===== config.mk =====
export PLATFORM = sky130hd
export DESIGN_NAME = merge_avlstrm
export DESIGN_NICKNAME = d
export VERILOG_FILES = /design/src/rtl/merge_avlstrm.sv
export SDC_FILE = /design/constraint.sdc
export NUM_CORES = 2
export LEC_CHECK = 0
export ABC_AREA = 1
export CORE_AREA = 8 8 657 659
export DETAILED_ROUTE_END_ITERATION = 8
export DIE_AREA = 0 0 665 667
export HOLD_SLACK_MARGIN = 0.02
export PLACE_DENSITY = 0.43
export SLEW_MARGIN = 0
export SYNTH_ARGS = -nofsm -noshare
export SYNTH_HDL_FRONTEND = slang
export SYNTH_SLANG_ARGS = --single-unit

===== constraint.sdc =====
create_clock -name Clk -period 4.53 [get_ports Clk]
set_clock_uncertainty 0.2 [all_clocks]
set_input_delay 0.906 -clock Clk [delete_from_list [all_inputs] [get_ports Clk]]
set_output_delay 0.906 -clock Clk [all_outputs]
set_load 0.005 [all_outputs]

===== src/rtl/merge_avlstrm.sv =====
// merge_avlstrm: packet-atomic round-robin 2:1 Avalon-ST merge with a 2-entry output skid buffer
// Input readies depend only on registered occupancy, never combinationally on out_ready.
module merge_avlstrm #(
   parameter int DATA_WIDTH  = 512,
   parameter int EMPTY_WIDTH = 6
) (
   input  logic                   Clk,
   input  logic                   Rst,
   input  logic [DATA_WIDTH-1:0]  in0_data,
   input  logic                   in0_valid,
   output logic                   in0_ready,
   input  logic                   in0_sop,
   input  logic                   in0_eop,
   input  logic [EMPTY_WIDTH-1:0] in0_empty,
   input  logic [DATA_WIDTH-1:0]  in1_data,
   input  logic                   in1_valid,
   output logic                   in1_ready,
   input  logic                   in1_sop,
   input  logic                   in1_eop,
   input  logic [EMPTY_WIDTH-1:0] in1_empty,
   output logic [DATA_WIDTH-1:0]  out_data,
   output logic                   out_valid,
   input  logic                   out_ready,
   output logic                   out_sop,
   output logic                   out_eop,
   output logic [EMPTY_WIDTH-1:0] out_empty,
   output logic [31:0]            stats_in_pkt0,
   output logic [31:0]            stats_in_pkt1,
   output logic [31:0]            stats_out_pkt,
   output logic [31:0]            stats_err
);
   localparam int W = DATA_WIDTH + EMPTY_WIDTH + 2;
   typedef enum logic [1:0] {IDLE, LOCK0, LOCK1} state_t;
   state_t         state_q, state_d;
   logic           last_q, last_d;
   logic [1:0]     cnt_q, cnt_d;
   logic [W-1:0]   e0_q, e0_d, e1_q, e1_d, beat;
   logic [31:0]    pkt0_q, pkt0_d, pkt1_q, pkt1_d, opkt_q, opkt_d, err_q, err_d;
   logic           idle, nf, grant0, grant1, drop0, drop1, fwd0, fwd1, push, pop;
   always_comb begin
      idle      = state_q == IDLE;
      nf        = cnt_q != 2'd2;
      grant1    = idle && in1_valid && in1_sop && !(in0_valid && in0_sop && last_q);
      grant0    = idle && in0_valid && in0_sop && !grant1;
      drop0     = idle && in0_valid && !in0_sop;
      drop1     = idle && in1_valid && !in1_sop;
      in0_ready = !Rst && (drop0 || ((grant0 || state_q == LOCK0) && nf));
      in1_ready = !Rst && (drop1 || ((grant1 || state_q == LOCK1) && nf));
      fwd0      = in0_valid && in0_ready && !drop0;
      fwd1      = in1_valid && in1_ready && !drop1;
      push      = fwd0 || fwd1;
      pop       = cnt_q != 2'd0 && out_ready;
      beat      = fwd1 ? {in1_data, in1_sop, in1_eop, in1_empty} : {in0_data, in0_sop, in0_eop, in0_empty};
      out_valid = cnt_q != 2'd0;
      {out_data, out_sop, out_eop, out_empty} = e0_q;
      state_d   = fwd0 ? (in0_eop ? IDLE : LOCK0) : fwd1 ? (in1_eop ? IDLE : LOCK1) : state_q;
      last_d    = (idle && push) ? fwd1 : last_q;
      cnt_d     = cnt_q + {1'b0, push} - {1'b0, pop};
      // Head advances on pop; the incoming beat lands in the first free slot after the pop.
      e0_d      = (pop && cnt_q == 2'd2) ? e1_q :
                  (push && (cnt_q == 2'd0 || (pop && cnt_q == 2'd1))) ? beat : e0_q;
      e1_d      = (push && ((cnt_q == 2'd1 && !pop) || (cnt_q == 2'd2 && pop))) ? beat : e1_q;
      pkt0_d    = pkt0_q + {31'b0, fwd0 && in0_eop};
      pkt1_d    = pkt1_q + {31'b0, fwd1 && in1_eop};
      opkt_d    = opkt_q + {31'b0, pop && out_eop};
      err_d     = err_q + {31'b0, drop0} + {31'b0, drop1};
   end
   always_ff @(posedge Clk) begin
      if (Rst) begin
         state_q <= IDLE;
         last_q  <= 1'b1;
         cnt_q   <= 2'd0;
         e0_q    <= '0;
         e1_q    <= '0;
         pkt0_q  <= '0;
         pkt1_q  <= '0;
         opkt_q  <= '0;
         err_q   <= '0;
      end else begin
         state_q <= state_d;
         last_q  <= last_d;
         cnt_q   <= cnt_d;
         e0_q    <= e0_d;
         e1_q    <= e1_d;
         pkt0_q  <= pkt0_d;
         pkt1_q  <= pkt1_d;
         opkt_q  <= opkt_d;
         err_q   <= err_d;
      end
   end
   assign stats_in_pkt0 = pkt0_q;
   assign stats_in_pkt1 = pkt1_q;
   assign stats_out_pkt = opkt_q;
   assign stats_err     = err_q;
endmodule


==> results.md <==
* Simple-gate share of the synthesized area at 0.4605
* Crit-path max cell delay at 0.61 ns
* Hold Buf Count CTS at 1
* Via density per instance at 3.959
* CP most frequent cell: clkdlybuf4s50_1
* Critical Path Start: in1_sop
* Sequential-to-total area share from yosys stat at 0.3594
* Synth Warn # at 0
* Final hold slack at 0.2397 ns
* Setup violations, final at 0
* RSZ-0062 raised after global routing: false
* Hold violation total from the final report at 0
* Mapped Area at 65340 um^2
* F_max at 265.8 MHz
* CTS Sinks at 1173
* H-Tree Depth at 4
* R2R cell count at 19
* Die ar. at 443600 um^2
* Main combinational cell family by area after synthesis: simple AND/OR/NAND/NOR gates
* Clk_lat worst skew at 0.87 ns
* Avg Cell Area, Syn at 5.729 um^2
* Port Buffers at 1695
* Top sig layer: met5
* Worst min path class: register to register
* Antenna Nets Post-Route at 0
* Fill cell count at 48490
* Post-synthesis mux area share at 0
* Worst slew margin at 0.2955
* Worst-Margin Slew at 1.057 ns
* Final HPWL DP at 305900 um
* Top cells by area, synth: dfxtp_1 36%, nand2_1 20%, nand3_1 12%
* Initial antenna violation count at 90
* Starting DRT DRC Count at 4823
* WP data arrival at 2.66 ns
* Reg2reg end: stats_in_pkt1[28]$_SDFF_PP0_
* Most area-hungry cell type in the Yosys netlist: dfxtp_1
* Via Count at 73370
* Leak at 45.11 nW
* GR Util All Layers at 0.1678
* Layout cell share with drive strength beyond 1 at 0.04235
* Worst EP required at 3.42 ns
* Clock transition at path regs at 0.06 ns
* Synth Area in XOR/XNOR at 0.002681
* Hold path depth at 2
* Startpoint Class: input pin
* CP Cell Sequence: clkdlybuf4s50_1, inv_1, nand3_1, a21oi_4, clkdlybuf4s50_1
* Critical path fanouts, max at 3
* Fin area at 95200 um^2
* Clock Path Buffers at 4
* Site Rows at 239
* Synthesized instance count at 11410
* Adder-cell share of the synthesized area at 0.002030
* Met2 routed WL at 188000 um
* RR Startpoint: state_q[1]$_SDFFE_PP0P_
* Cell type of the slowest stage on the worst timing path: clkdlybuf4s50_1
* Clk root buf: clkbuf_16
* Async set-reset flop share out of synthesis at 0
* Slew Limit Fails at 0
* Mapped Nets at 12460
* TNS Setup at 0 ns
* CTS tree: built
* Status: completed
* CTS resizes at 0
* Setup Buffers After CTS at 0
* Total gr overflow at 0
* Layout area overhead at 45.71%
* Number of global-route vias before repair at 68920
* Crit path time final at 3.763 ns
* Peak supply drop at 0.2503 mV
* Placed cell areas at 89400 um^2
* DIE WIDTH at 665 um
* First-pass GRT wire length at 543300 um
* Core Box Area at 421600 um^2
* Met3 WL at 24090 um
* Top Ports at 1696
* Setup crit end: in1_ready
* Initial Util at 0.1550
* Multi-input gate area at 32160 um^2
* Routability cong. at 0.8686
* WL final at 393400 um
* Largest net degree at the start of global routing at 172
* Final net count at 13860
* Library cells used by synthesis at 39
* Ys flop type: dfxtp_1
* Die height at 667 um
* Period utilisation layout at 0.8306
* WL met1 at 165600 um
* Crit path capture type: output pin
* Share of the synthesized area in the top cell type at 0.3594
* DR pass1 iterations at 7
* FF/Latch Area at 23480 um^2
* Synth Area in Compound Gates at 0.02578
* Pwr dens at 440.3 nW/um^2
* FF+latch count, synth at 1173
* Kind of critical path: input pin to output pin
* Max_cap viols at 0
* Post-synth EDFFs at 0
* DP Cell Count at 18180
* R2r setup slk at 1.13 ns
* Routed wire per std cell at 21.23 um
* Inserted Clock Buffers at 166
* # DRC at 0
* Cell Count, Final, Fillers Out at 18530
area by class of cell:
| type | count | area share |
|---|---|---|
| multi-input combinational | 7720 | 0.3378 |
| sequential | 1173 | 0.2467 |
| inverter | 1788 | 0.07073 |
| timing repair buffer | 1957 | 0.2111 |
| clock inverter | 64 | 0.009003 |
| antenna | 49 | 0.001288 |
| clock buffer | 237 | 0.05055 |
| tap | 5543 | 0.07285 |
state kept, by name, summed over array words and instances, names as in the netlist:
signal / flops
e0_q: 520
e1_q: 520
stats_err: 32
stats_in_pkt0: 32
stats_in_pkt1: 32
stats_out_pkt: 32
cnt_q: 2
state_q: 2
last_q: 1
layout by cell type, fill, tap and decap left out, types with 4 or more instances in the layout:
master,n
nand2_1,3527
nor2_1,2053
inv_1,1784
clkdlybuf4s50_1,1694
nand3_1,1599
dfxtp_1,1173
buf_4,169
clkbuf_16,167
a21oi_1,157
o21ai_0,134
nand4_1,112
buf_12,93
nor3_1,53
diode_2,49
clkbuf_8,37
clkbuf_1,33
clkinv_2,26
bufinv_16,15
xnor2_1,10
xor2_1,10
o21a_1,9
nor3b_1,9
ha_1,9
a211oi_1,7
clkinvlp_4,7
inv_6,6
clkinv_8,4
Yosys cell counts, types with 54 or more instances:
cell	number
a21oi_1	158
nand2_1	3528
buf_2	242
clkbuf_1	399
o21ai_0	134
dfxtp_1	1173
nor3_1	54
buf_1	77
nand4_1	112
inv_1	1786
nor2_1	2054
nand3_1	1600
metal layers:
| metal | up-vias | track usage |
|---|---|---|
| li1 | 37100 | - |
| met1 | 33960 | 0.2043 |
| met2 | 1813 | 0.2857 |
| met3 | 446 | 0.04089 |
| met4 | 50 | 0.06240 |
| met5 | - | 0 |
worst max-delay path: cells and delay by family:
kind	cells	cell delay, ns
AND/OR/NAND/NOR	1	0.23
buffers and inverters	3	1.26
AO/OA/AOI/OAI	1	0.26
power breakdown:
part | switching [mW] | internal, mW
clock | 5.66 | 8.28
combinational | 8.94 | 6.05
sequential | 1.04 | 11.9
total | 15.6 | 26.3
per-stage QoR:
| stage | util | setup slack [ns] | total power, mW |
|---|---|---|---|
| floorplan | - | 0.9715 | 19.46 |
| global placement | 0.2120 | 0.1351 | 28.51 |
| detailed placement | 0.2120 | 0.1627 | 28.52 |
| CTS | 0.2255 | 0.6665 | 42.85 |
| global route | 0.2257 | 0.6562 | 44.44 |
| finish | 0.2258 | 0.7675 | 41.91 |
worst min path at each step:
| stage | slack [ns] | from | endpoint |
|---|---|---|---|
| 3_3_place_gp | 0.23 | e1_q[491]$_SDFFE_PP0P_ | e1_q[491]$_SDFFE_PP0P_ |
| 3_5_place_dp | 0.23 | e1_q[512]$_SDFFE_PP0P_ | e1_q[512]$_SDFFE_PP0P_ |
| 2_1_floorplan | 0.22 | e1_q[432]$_SDFFE_PP0P_ | e1_q[432]$_SDFFE_PP0P_ |
| 5_1_grt | 0.26 | e1_q[463]$_SDFFE_PP0P_ | e1_q[463]$_SDFFE_PP0P_ |
| 4_1_cts | 0.24 | e1_q[438]$_SDFFE_PP0P_ | e1_q[438]$_SDFFE_PP0P_ |
| 6_report | 0.24 | e1_q[490]$_SDFFE_PP0P_ | e1_q[490]$_SDFFE_PP0P_ |
cell families after synthesis:
| family | after synthesis |
|---|---|
| buffers and inverters | 2512 |
| XOR/XNOR | 20 |
| flip-flops | 1173 |
| AO/OA/AOI/OAI | 321 |
| adder cells (fa/ha/maj) | 10 |
| AND/OR/NAND/NOR | 7369 |
Note: power is estimated with default switching activity, not from simulation.
